`src/rtl/mem_stage_if.sv`:
```
// mem_stage_if: bundles the pipeline-side and RAM-side signals of mem_stage.
//   Parameter ADDR_W : RAM byte-address width.
//   Pipeline in  : req_i, we_i, size_i, unsigned_i, wd_i, wreg_i, wdata_i, mem_w_data_i
//   RAM in       : ram_din_i
//   RAM out      : ram_addr_o, ram_dout_o, ram_we_o
//   Pipeline out : stall_req_o, done_o, misalign_o, wd_o, wreg_o, wdata_o
//   modport slave  : the memory stage itself
//   modport master : the surrounding pipeline / RAM that drives the stage
interface mem_stage_if #(
  parameter int unsigned ADDR_W = 32
);
  logic              req_i;
  logic              we_i;
  logic [1:0]        size_i;
  logic              unsigned_i;
  logic [4:0]        wd_i;
  logic              wreg_i;
  logic [31:0]       wdata_i;
  logic [31:0]       mem_w_data_i;
  logic [7:0]        ram_din_i;
  logic [ADDR_W-1:0] ram_addr_o;
  logic [7:0]        ram_dout_o;
  logic              ram_we_o;
  logic              stall_req_o;
  logic              done_o;
  logic              misalign_o;
  logic [4:0]        wd_o;
  logic              wreg_o;
  logic [31:0]       wdata_o;

  modport slave (
    input  req_i, we_i, size_i, unsigned_i, wd_i, wreg_i, wdata_i, mem_w_data_i, ram_din_i,
    output ram_addr_o, ram_dout_o, ram_we_o, stall_req_o, done_o, misalign_o,
           wd_o, wreg_o, wdata_o
  );

  modport master (
    output req_i, we_i, size_i, unsigned_i, wd_i, wreg_i, wdata_i, mem_w_data_i, ram_din_i,
    input  ram_addr_o, ram_dout_o, ram_we_o, stall_req_o, done_o, misalign_o,
           wd_o, wreg_o, wdata_o
  );
endinterface

```
`src/rtl/mem_stage.sv`:
```
// mem_stage: byte-serial load/store stage behind the EX/MEM latch.
//   clk : clock, rising edge
//   rst : asynchronous active-low reset
//   bus : mem_stage_if.slave (pipeline operands, 8-bit sync RAM port,
//         stall/done/misalign status, write-back triple wd_o/wreg_o/wdata_o)
// Loads take N+1 BUSY cycles (RAM read data lags its address by one cycle),
// stores take N BUSY cycles, N = 1/2/4 bytes. stall_req_o, wd_o, wreg_o and
// wdata_o are combinational; all other outputs are registered.
// Optional macro MEM_MISALIGN_TRAP_EN: misaligned half/word accesses skip
// the RAM and retire with misalign_o=1; when undefined misalign_o is tied 0.
module mem_stage #(
  parameter int unsigned ADDR_W = 32
) (
  input  logic       clk,
  input  logic       rst,
  mem_stage_if.slave bus
);

  localparam int unsigned CW = 3;

  typedef enum logic [1:0] {IDLE, BUSY, DONE} state_t;

  state_t            state_q, state_d;
  logic [CW-1:0]     cnt_q, cnt_d;
  logic [31:0]       shreg_q, shreg_d;
  logic [ADDR_W-1:0] ram_addr_q, ram_addr_d;
  logic [7:0]        ram_dout_q, ram_dout_d;
  logic              ram_we_q, ram_we_d;
  logic              done_q, done_d;

  logic              lat_we_q;
  logic [1:0]        lat_size_q;
  logic              lat_uns_q;
  logic [4:0]        lat_wd_q;
  logic              lat_wreg_q;
  logic [31:0]       lat_sdata_q;

  logic              load_c;
  logic              trap_c;
  logic              mis_now_c;
  logic              stall_c;
  logic [4:0]        wd_c;
  logic              wreg_c;
  logic [31:0]       wdata_c;
  logic [CW-1:0]     nbytes_c;
  logic [CW-1:0]     last_c;
  logic [1:0]        nidx_c;
  logic [1:0]        cidx_c;
  logic [31:0]       ext_c;

`ifdef MEM_MISALIGN_TRAP_EN
  logic mis_q, mis_d;

  // Half at odd address, or word (size 10/11) not on a 4-byte boundary.
  assign trap_c = (bus.size_i == 2'b01) ? bus.wdata_i[0]
                                        : (bus.size_i[1] && (bus.wdata_i[1:0] != 2'b00));
  assign mis_now_c      = mis_q;
  assign bus.misalign_o = mis_q;
`else
  assign trap_c         = 1'b0;
  assign mis_now_c      = 1'b0;
  assign bus.misalign_o = 1'b0;
`endif

  // Byte count of the latched access and the counter value that ends BUSY.
  always_comb begin
    case (lat_size_q)
      2'b00:   nbytes_c = CW'(1);
      2'b01:   nbytes_c = CW'(2);
      default: nbytes_c = CW'(4);
    endcase
    last_c = lat_we_q ? (nbytes_c - CW'(1)) : nbytes_c;
  end

  // Store byte for the next address; load byte landing this cycle (k-1).
  assign nidx_c = cnt_q[1:0] + 2'd1;
  assign cidx_c = cnt_q[1:0] - 2'd1;

  // Load result extension.
  always_comb begin
    case (lat_size_q)
      2'b00:   ext_c = lat_uns_q ? {24'd0, shreg_q[7:0]}
                                 : {{24{shreg_q[7]}}, shreg_q[7:0]};
      2'b01:   ext_c = lat_uns_q ? {16'd0, shreg_q[15:0]}
                                 : {{16{shreg_q[15]}}, shreg_q[15:0]};
      default: ext_c = shreg_q;
    endcase
  end

  // Next-state and output logic.
  always_comb begin
    state_d    = state_q;
    cnt_d      = cnt_q;
    shreg_d    = shreg_q;
    ram_addr_d = ram_addr_q;
    ram_dout_d = ram_dout_q;
    ram_we_d   = 1'b0;
    done_d     = 1'b0;
    load_c     = 1'b0;
    stall_c    = 1'b0;
    wd_c       = 5'd0;
    wreg_c     = 1'b0;
    wdata_c    = 32'd0;
`ifdef MEM_MISALIGN_TRAP_EN
    mis_d      = 1'b0;
`endif

    case (state_q)
      IDLE: begin
        if (bus.req_i) begin
          stall_c = 1'b1;
          load_c  = 1'b1;
          cnt_d   = '0;
          shreg_d = '0;
          if (trap_c) begin
            state_d = DONE;
            done_d  = 1'b1;
`ifdef MEM_MISALIGN_TRAP_EN
            mis_d   = 1'b1;
`endif
          end else begin
            state_d    = BUSY;
            ram_addr_d = bus.wdata_i[ADDR_W-1:0];
            ram_we_d   = bus.we_i;
            ram_dout_d = bus.mem_w_data_i[7:0];
          end
        end else begin
          wd_c    = bus.wd_i;
          wreg_c  = bus.wreg_i;
          wdata_c = bus.wdata_i;
        end
      end

      BUSY: begin
        stall_c = 1'b1;
        // Read data for address k-1 arrives while address k is presented.
        if (!lat_we_q && (cnt_q != '0)) begin
          shreg_d[{cidx_c, 3'b000} +: 8] = bus.ram_din_i;
        end
        if (cnt_q == last_c) begin
          state_d = DONE;
          done_d  = 1'b1;
        end else begin
          cnt_d      = cnt_q + CW'(1);
          ram_addr_d = ram_addr_q + ADDR_W'(1);
          ram_we_d   = lat_we_q;
          if (lat_we_q) begin
            ram_dout_d = lat_sdata_q[{nidx_c, 3'b000} +: 8];
          end
        end
      end

      DONE: begin
        state_d = IDLE;
        if (!lat_we_q && !mis_now_c) begin
          wd_c    = lat_wd_q;
          wreg_c  = lat_wreg_q;
          wdata_c = ext_c;
        end
      end

      default: state_d = IDLE;
    endcase

    // Reset forces the combinational outputs low as well.
    if (!rst) begin
      stall_c = 1'b0;
      wd_c    = 5'd0;
      wreg_c  = 1'b0;
      wdata_c = 32'd0;
    end
  end

  // State, counter, shift register and registered RAM/status outputs.
  always_ff @(posedge clk or negedge rst) begin
    if (!rst) begin
      state_q    <= IDLE;
      cnt_q      <= '0;
      shreg_q    <= '0;
      ram_addr_q <= '0;
      ram_dout_q <= '0;
      ram_we_q   <= 1'b0;
      done_q     <= 1'b0;
`ifdef MEM_MISALIGN_TRAP_EN
      mis_q      <= 1'b0;
`endif
    end else begin
      state_q    <= state_d;
      cnt_q      <= cnt_d;
      shreg_q    <= shreg_d;
      ram_addr_q <= ram_addr_d;
      ram_dout_q <= ram_dout_d;
      ram_we_q   <= ram_we_d;
      done_q     <= done_d;
`ifdef MEM_MISALIGN_TRAP_EN
      mis_q      <= mis_d;
`endif
    end
  end

  // Operand latch, loaded when an access is accepted in IDLE.
  always_ff @(posedge clk or negedge rst) begin
    if (!rst) begin
      lat_we_q    <= 1'b0;
      lat_size_q  <= 2'b00;
      lat_uns_q   <= 1'b0;
      lat_wd_q    <= 5'd0;
      lat_wreg_q  <= 1'b0;
      lat_sdata_q <= 32'd0;
    end else if (load_c) begin
      lat_we_q    <= bus.we_i;
      lat_size_q  <= bus.size_i;
      lat_uns_q   <= bus.unsigned_i;
      lat_wd_q    <= bus.wd_i;
      lat_wreg_q  <= bus.wreg_i;
      lat_sdata_q <= bus.mem_w_data_i;
    end
  end

  assign bus.ram_addr_o  = ram_addr_q;
  assign bus.ram_dout_o  = ram_dout_q;
  assign bus.ram_we_o    = ram_we_q;
  assign bus.done_o      = done_q;
  assign bus.stall_req_o = stall_c;
  assign bus.wd_o        = wd_c;
  assign bus.wreg_o      = wreg_c;
  assign bus.wdata_o     = wdata_c;

endmodule

```
`src/flat_wrapper.sv`:
```
// flat-port wrapper written by rule: the top's interface ports become plain ports
module mem_stage_flat 
#(
  parameter int unsigned ADDR_W = 32
)
  (clk, rst, bus_req_i, bus_we_i, bus_size_i, bus_unsigned_i, bus_wd_i, bus_wreg_i, bus_wdata_i, bus_mem_w_data_i, bus_ram_din_i, bus_ram_addr_o, bus_ram_dout_o, bus_ram_we_o, bus_stall_req_o, bus_done_o, bus_misalign_o, bus_wd_o, bus_wreg_o, bus_wdata_o);
  mem_stage_if #(.ADDR_W(ADDR_W)) bus_i ();
  input  logic clk;
  input  logic rst;
  input wire logic [$bits(bus_i.req_i)-1:0] bus_req_i;
  input wire logic [$bits(bus_i.we_i)-1:0] bus_we_i;
  input wire logic [$bits(bus_i.size_i)-1:0] bus_size_i;
  input wire logic [$bits(bus_i.unsigned_i)-1:0] bus_unsigned_i;
  input wire logic [$bits(bus_i.wd_i)-1:0] bus_wd_i;
  input wire logic [$bits(bus_i.wreg_i)-1:0] bus_wreg_i;
  input wire logic [$bits(bus_i.wdata_i)-1:0] bus_wdata_i;
  input wire logic [$bits(bus_i.mem_w_data_i)-1:0] bus_mem_w_data_i;
  input wire logic [$bits(bus_i.ram_din_i)-1:0] bus_ram_din_i;
  output wire logic [$bits(bus_i.ram_addr_o)-1:0] bus_ram_addr_o;
  output wire logic [$bits(bus_i.ram_dout_o)-1:0] bus_ram_dout_o;
  output wire logic [$bits(bus_i.ram_we_o)-1:0] bus_ram_we_o;
  output wire logic [$bits(bus_i.stall_req_o)-1:0] bus_stall_req_o;
  output wire logic [$bits(bus_i.done_o)-1:0] bus_done_o;
  output wire logic [$bits(bus_i.misalign_o)-1:0] bus_misalign_o;
  output wire logic [$bits(bus_i.wd_o)-1:0] bus_wd_o;
  output wire logic [$bits(bus_i.wreg_o)-1:0] bus_wreg_o;
  output wire logic [$bits(bus_i.wdata_o)-1:0] bus_wdata_o;
  assign bus_i.req_i = bus_req_i;
  assign bus_i.we_i = bus_we_i;
  assign bus_i.size_i = bus_size_i;
  assign bus_i.unsigned_i = bus_unsigned_i;
  assign bus_i.wd_i = bus_wd_i;
  assign bus_i.wreg_i = bus_wreg_i;
  assign bus_i.wdata_i = bus_wdata_i;
  assign bus_i.mem_w_data_i = bus_mem_w_data_i;
  assign bus_i.ram_din_i = bus_ram_din_i;
  assign bus_ram_addr_o = bus_i.ram_addr_o;
  assign bus_ram_dout_o = bus_i.ram_dout_o;
  assign bus_ram_we_o = bus_i.ram_we_o;
  assign bus_stall_req_o = bus_i.stall_req_o;
  assign bus_done_o = bus_i.done_o;
  assign bus_misalign_o = bus_i.misalign_o;
  assign bus_wd_o = bus_i.wd_o;
  assign bus_wreg_o = bus_i.wreg_o;
  assign bus_wdata_o = bus_i.wdata_o;
  mem_stage #(.ADDR_W(ADDR_W)) u_core (.clk(clk), .rst(rst), .bus(bus_i));
endmodule
```
`config.mk`:
```
export PLATFORM = sky130hd
export DESIGN_NAME = mem_stage_flat
export DESIGN_NICKNAME = d
export VERILOG_FILES = /design/src/rtl/mem_stage_if.sv /design/src/rtl/mem_stage.sv /design/src/flat_wrapper.sv
export SDC_FILE = /design/constraint.sdc
export NUM_CORES = 1
export LEC_CHECK = 0
export ABC_CLOCK_PERIOD_IN_PS = 4800
export CORE_MARGIN = 2
export CORE_UTILIZATION = 53
export DETAILED_ROUTE_END_ITERATION = 6
export HOLD_SLACK_MARGIN = 0.03
export PLACE_DENSITY = 0.95
export SLEW_MARGIN = 20
export SYNTH_ARGS = -nofsm -noshare
export SYNTH_HDL_FRONTEND = slang
export SYNTH_SLANG_ARGS = --single-unit
export TNS_END_PERCENT = 100
```
`constraint.sdc`:
```
create_clock -name clk -period 4.8 [get_ports clk]
set_clock_uncertainty 0.05 [all_clocks]
set_input_delay 0.48 -clock clk [delete_from_list [all_inputs] [get_ports clk]]
set_output_delay 0.48 -clock clk [all_outputs]
set_load 0.02 [all_outputs]
```
==> Word level (Yosys, flattened, before mapping) <==
Cells that the tools add are included.
{ "word_totals": {"inputBits": 85, "ff_bits": 121, "wordCells": 84, "out_inout_bits": 82} }
{ "op_classes": {"n_shift": 3, "eq_ne": 9, "n_mux": 43, "n_reduce_logical": 10, "n_addsub": 6} }
{ "ops": {"columns": ["operator", "n"], "rows": [
  ["32-bit 2-to-1 mux", 9],
  ["32-bit one-hot mux with 2 select lines", 4],
  ["32-bit by 1-bit adder with 32-bit output (second input constant)", 1],
  ["32-bit bitwise mux", 1],
  ["8-bit by 7-bit variable shift with 32-bit output (first input constant)", 1],
  ["32-bit by 6-bit indexed part select with 8-bit output", 1],
  ["8-bit by 7-bit indexed part select with 32-bit output", 1],
  ["8-bit 2-to-1 mux", 3],
  ["8-bit one-hot mux with 2 select lines", 1],
  ["5-bit 2-to-1 mux", 3],
  ["3-bit one-hot mux with 2 select lines", 2],
  ["1-bit 2-to-1 mux", 10],
  ["5-bit one-hot mux with 2 select lines", 1],
  ["3-bit 2-to-1 mux", 3],
  ["5-bit negation with 7-bit output", 1],
  ["2-bit by 1-bit != test with 1-bit output (second input constant)", 3],
  ["1-bit one-hot mux with 2 select lines", 3],
  ["3-bit AND reduction", 2],
  ["2-bit by 1-bit == test with 1-bit output (second input constant)", 2],
  ["2-bit logical NOT", 2],
  ["2-bit 2-to-1 mux", 2],
  ["2-bit != test (second input constant)", 2],
  ["2-bit one-hot mux with 2 select lines", 1],
  ["4-bit AND reduction", 1],
  ["other kinds (11)", 11]
]} }

==> Longest topological paths before layout <==
{ "logic_depth": {"word_depth": 7, "mapped_depth": 12} }

==> Worst setup path after synthesis <==
Ideal clock, no wire load.
{ "synth_timing": {"path_type": "reg-to-output", "start": "register u_core.lat_we_q", "end": "output port bus_wdata_o[22]", "arrival_time_ns": 2.046, "stages_incl_launch_ff": 8, "path_buffers": 2, "path_slack_ns": 2.224, "path_cell_list": "dfrtp_1 > clkbuf_1 > nor3b_2 > a21boi_1 > o21a_1 > buf_2 > o21ai_0 > a21oi_1"} }
{ "synth_between": {"elab_chain_cells": 3} }
{ "synth_lines": {"columns": ["element", "line", "rtl"], "rows": [
  ["start, declared", "mem_stage.sv:31", "logic lat_we_q;"],
  ["start signal, assigned", "mem_stage.sv:211", "lat_we_q <= bus.we_i;"],
  ["32-bit 2-to-1 mux", "mem_stage.sv:155", "if (!lat_we_q && !mis_now_c) begin"],
  ["32-bit one-hot mux with 2 select lines", "mem_stage.sv:108", "case (state_q)"],
  ["32-bit 2-to-1 mux", "mem_stage.sv:166", "if (!rst) begin"],
  ["end, declared", "flat_wrapper.sv:27", "output wire logic [$bits(bus_i.wdata_o)-1:0] bus_wdata_o;"]
]} }
No other way between the ends.

==> Worst setup path after layout <==
{ "layout_timing": {"start": "register u_core.state_q[1]", "end": "output port bus_wdata_o[24]"} }
{ "layout_between": {"elab_chain_cells": 3} }
{ "layout_lines": {"columns": ["element", "line", "rtl"], "rows": [
  ["start, declared", "mem_stage.sv:23", "state_t state_q, state_d;"],
  ["start signal, assigned", "mem_stage.sv:188", "state_q <= state_d;"],
  ["2-bit == test or 2-bit logical NOT (tied branches)", "mem_stage.sv:108", null],
  ["32-bit one-hot mux with 2 select lines *", "mem_stage.sv:108", null],
  ["32-bit 2-to-1 mux *", "mem_stage.sv:166", null]
]} }
Every way passes the cells marked *; elsewhere a longest branch is shown, timed or not.

==> metrics.txt <==
XOR/XNOR Fraction of Synth Area 0.4060%; Top delay family on crit path compound AO/OA/AOI/OAI gates; relative slew slack 25.71%; die area 0.01311 sq mm; hpwl dp 14290 um; CP Max Fanout 16; most frequent cells after synthesis nand2_1 (200), dfrtp_1 (121), nor2_1 (42), a21oi_1 (39), o21ai_0 (38); crit-path cells nor3b_2 -> buf_4 -> a21boi_1 -> o21a_1 -> o21ai_0 -> a21oi_1 -> clkdlybuf4s50_1; Worst Max-Slew Pin Slew 1.107 ns; input/output buffers 165; asr flop ratio synth 100.0%; clk slew on worst S/H paths 0.06 ns; All-Layer GR Usage 33.96%; CTS tree yes; synth unique cells 64; fraction of the yosys area taken by sequential cells 46.79%; area growth from synthesis to layout 35.48%; synthesized area 0.006471 sq mm; top cells by area, synth dfrtp_1 (47%), nand2_1 (12%), a21oi_1 (3.0%); Met2 Routed Length 9991 um; met1 wire length 8354 um; Critical Path Sink Type output port; CP Buf/Inv Count 2; r2r endpoint u_core.bus.ram_addr_o[29]; starting density of the core 54.10%; initial antenna violation count 0; Via density 6.412; syn nets 835; Final Wtd Congestion 0.9788; placed insts 1014; CP max-delay cell clkdlybuf4s50_1; Power per Cell Area 669.7 mW/mm^2; chip width 114.5 um; Reg2Reg Depth 10; Synth Area per Inst 8.710 sq um; drt total wl 21540 um; nets 978; Min-Delay Path Class input port to asynchronous set/reset pin; Skew-Pair Late Insertion Delay 0.43 ns; RR Startpoint u_core.lat_size_q[1]; Layout Cells excl Fill 1046; core region area 0.01196 sq mm; EDFF count, synth 0; # DRC 1; fmax 259.2 MHz; largest family of logic cells by synthesized area simple AND/OR/NAND/NOR gates; H-Tree Depth 4; final setup margin 0.9422 ns; post-synthesis mux area share 3.094%; final hold viol count 0; num ports 167; Die Y-Extent 114.5 um; layout cells sized above 1 7.008%; max_cap viols 0; Routed wire per std cell 20.59 um; Slowest Stage Delay on Critical Path 0.63 ns; row count 40; Antenna diodes 0; Synth Register Bits 121; root cell of the clock tree clkbuf_16; global-route wire length before repair 34070 um; crit path DAT 3.33 ns; flop-to-flop setup slack 1.16 ns; final setup vio count 0; Setup crit start kind flop; Setup TNS 0 ns; most frequent cell after synthesis nand2_1; outcome finished with violations; post-cts gate resize count 0; adder-cell share of the synthesized area 1.353%; Synth top area share 46.79%; clk buf depth 2; synth warn 0; RSZ-0062 raised after global routing false; Crit Path Class flop to output port; pin count of the biggest net entering global routing 73; highest routed layer met4; DR WL met3 2190 um; drt first-iter violations 983; minimum clock period after layout 3.858 ns; Mapped Cells 743; Vias 6707; global route overflow 0; pre-CTS WS 1.374 ns; Layout fillers 762; vias in the first global route 6483; total iterations of the first detailed-routing run 7; Num CTS Buffers 17; simple-gate share of the synthesized area 22.82%; Final period util 80.37%; Synth Area in Compound Gates 21.21%; Slew Limit Fails 0; Setup Buffers After CTS 0; CP required 4.27 ns; Sequential Area 0.003028 sq mm; Routed Antenna Nets 0; worst vdd ir 0.0004734 V; cts hold-fix bufs 0; clock sink count 121; main flop type after synthesis dfrtp_1; area leader, netlist dfrtp_1; Lkg Pwr 3.632 nW; violated checks design-rule violations; multi-input logic area 0.003178 sq mm
[cell families after synthesis]
| family | count (synthesis) |
|---|---|
| muxes | 10 |
| adders and majority gates | 7 |
| buffers and inverters | 65 |
| other | 1 |
| DFF | 121 |
| xor gates and xnor gates | 3 |
| AOI/OAI and AO/OA | 203 |
| and+or+nand+nor | 333 |
[layout by cell type, fill, tap and decap left out, types with 3 or more instances in the layout]
cell             synthesis  layout
nand2_1                200     199
clkdlybuf4s50_1          0     164
dfrtp_1                121     121
nor2_1                  42      42
a21oi_1                 39      39
o21ai_0                 38      38
o31ai_1                 25      25
a22oi_1                 20      20
nand3_1                 18      18
o22ai_1                 18      18
clkbuf_16                0      17
inv_1                   14      14
nor3_1                  15      14
nand2b_1                13      13
a2bb2oi_1               10      10
buf_4                    3      10
nor4_1                   9       9
mux4_2                   8       8
a22o_1                   8       8
or3_1                    7       7
ha_1                     7       7
clkinvlp_4               0       7
nand4_1                  6       6
o21a_1                   5       5
o32ai_1                  5       5
nor3b_1                  4       4
and3_1                   4       4
o21ai_1                  4       4
or4_1                    3       3
o31a_1                   3       3
clkinv_4                 0       3
bufinv_16                0       3
[how the worst max path moves through the flow]
stage | from | end | slack (ns) | cells after the start
6_report | u_core.state_q[1] | bus_wdata_o[24] | 0.94 | 7
5_1_grt | u_core.state_q[1] | bus_wdata_o[28] | 0.69 | 7
4_1_cts | u_core.state_q[1] | bus_wdata_o[28] | 0.99 | 7
3_5_place_dp | u_core.lat_size_q[1] | u_core.bus.ram_addr_o[29] | 1.37 | 10
3_3_place_gp | u_core.lat_size_q[1] | u_core.bus.ram_addr_o[29] | 1.49 | 10
2_1_floorplan | u_core.lat_we_q | bus_wdata_o[22] | 2.22 | 7
[metrics by stage]
step / hold slack, ns / cell area, sq um / power [mW] / util, %
floorplan: 0.1344 / 6471 / 3.518 / -
detailed placement: 0.4084 / 8163 / 4.445 / 68.24
global placement: 0.4038 / 8163 / 4.342 / 68.24
global route: 0.1193 / 8767 / 6.171 / 73.30
CTS: 0.09067 / 8767 / 5.810 / 73.30
finish: 0.06590 / 8767 / 5.872 / 73.30
[routing by layer]
metal / up-vias / track usage [%]
met5: - / 0
met4: 0 / 15.69
met3: 106 / 8.682
met2: 471 / 51.32
met1: 3186 / 46.18
li1: 2944 / -
[layout make-up]
cell class,count,share of cell area [%]
clock inverter,15,2.041
timing repair buffer,174,19.58
multi-input combinational,557,36.25
inverter,15,0.6422
clock buffer,17,4.852
sequential,121,34.54
tap,147,2.098
[where the power goes]
part | total (mW) | internal [mW] | switching, mW
sequential | 1.86 | 1.43 | 0.431
combinational | 2.71 | 1.09 | 1.63
clock | 1.30 | 0.813 | 0.490
total | 5.87 | 3.33 | 2.55
[sequential cells by signal, summed over array words and instances, names as in the netlist]
name and count:
u_core.lat_wreg_q 1, u_core.shreg_q 32, u_core.lat_wd_q 5, u_core.bus.ram_addr_o 32, u_core.lat_size_q 2, u_core.bus.done_o 1, u_core.bus.ram_dout_o 8, u_core.lat_sdata_q 32
u_core.lat_uns_q 1, u_core.state_q 2, u_core.cnt_q 3, u_core.lat_we_q 1, u_core.bus.ram_we_o 1
No activity file was read; power rests on OpenSTA's default activity.
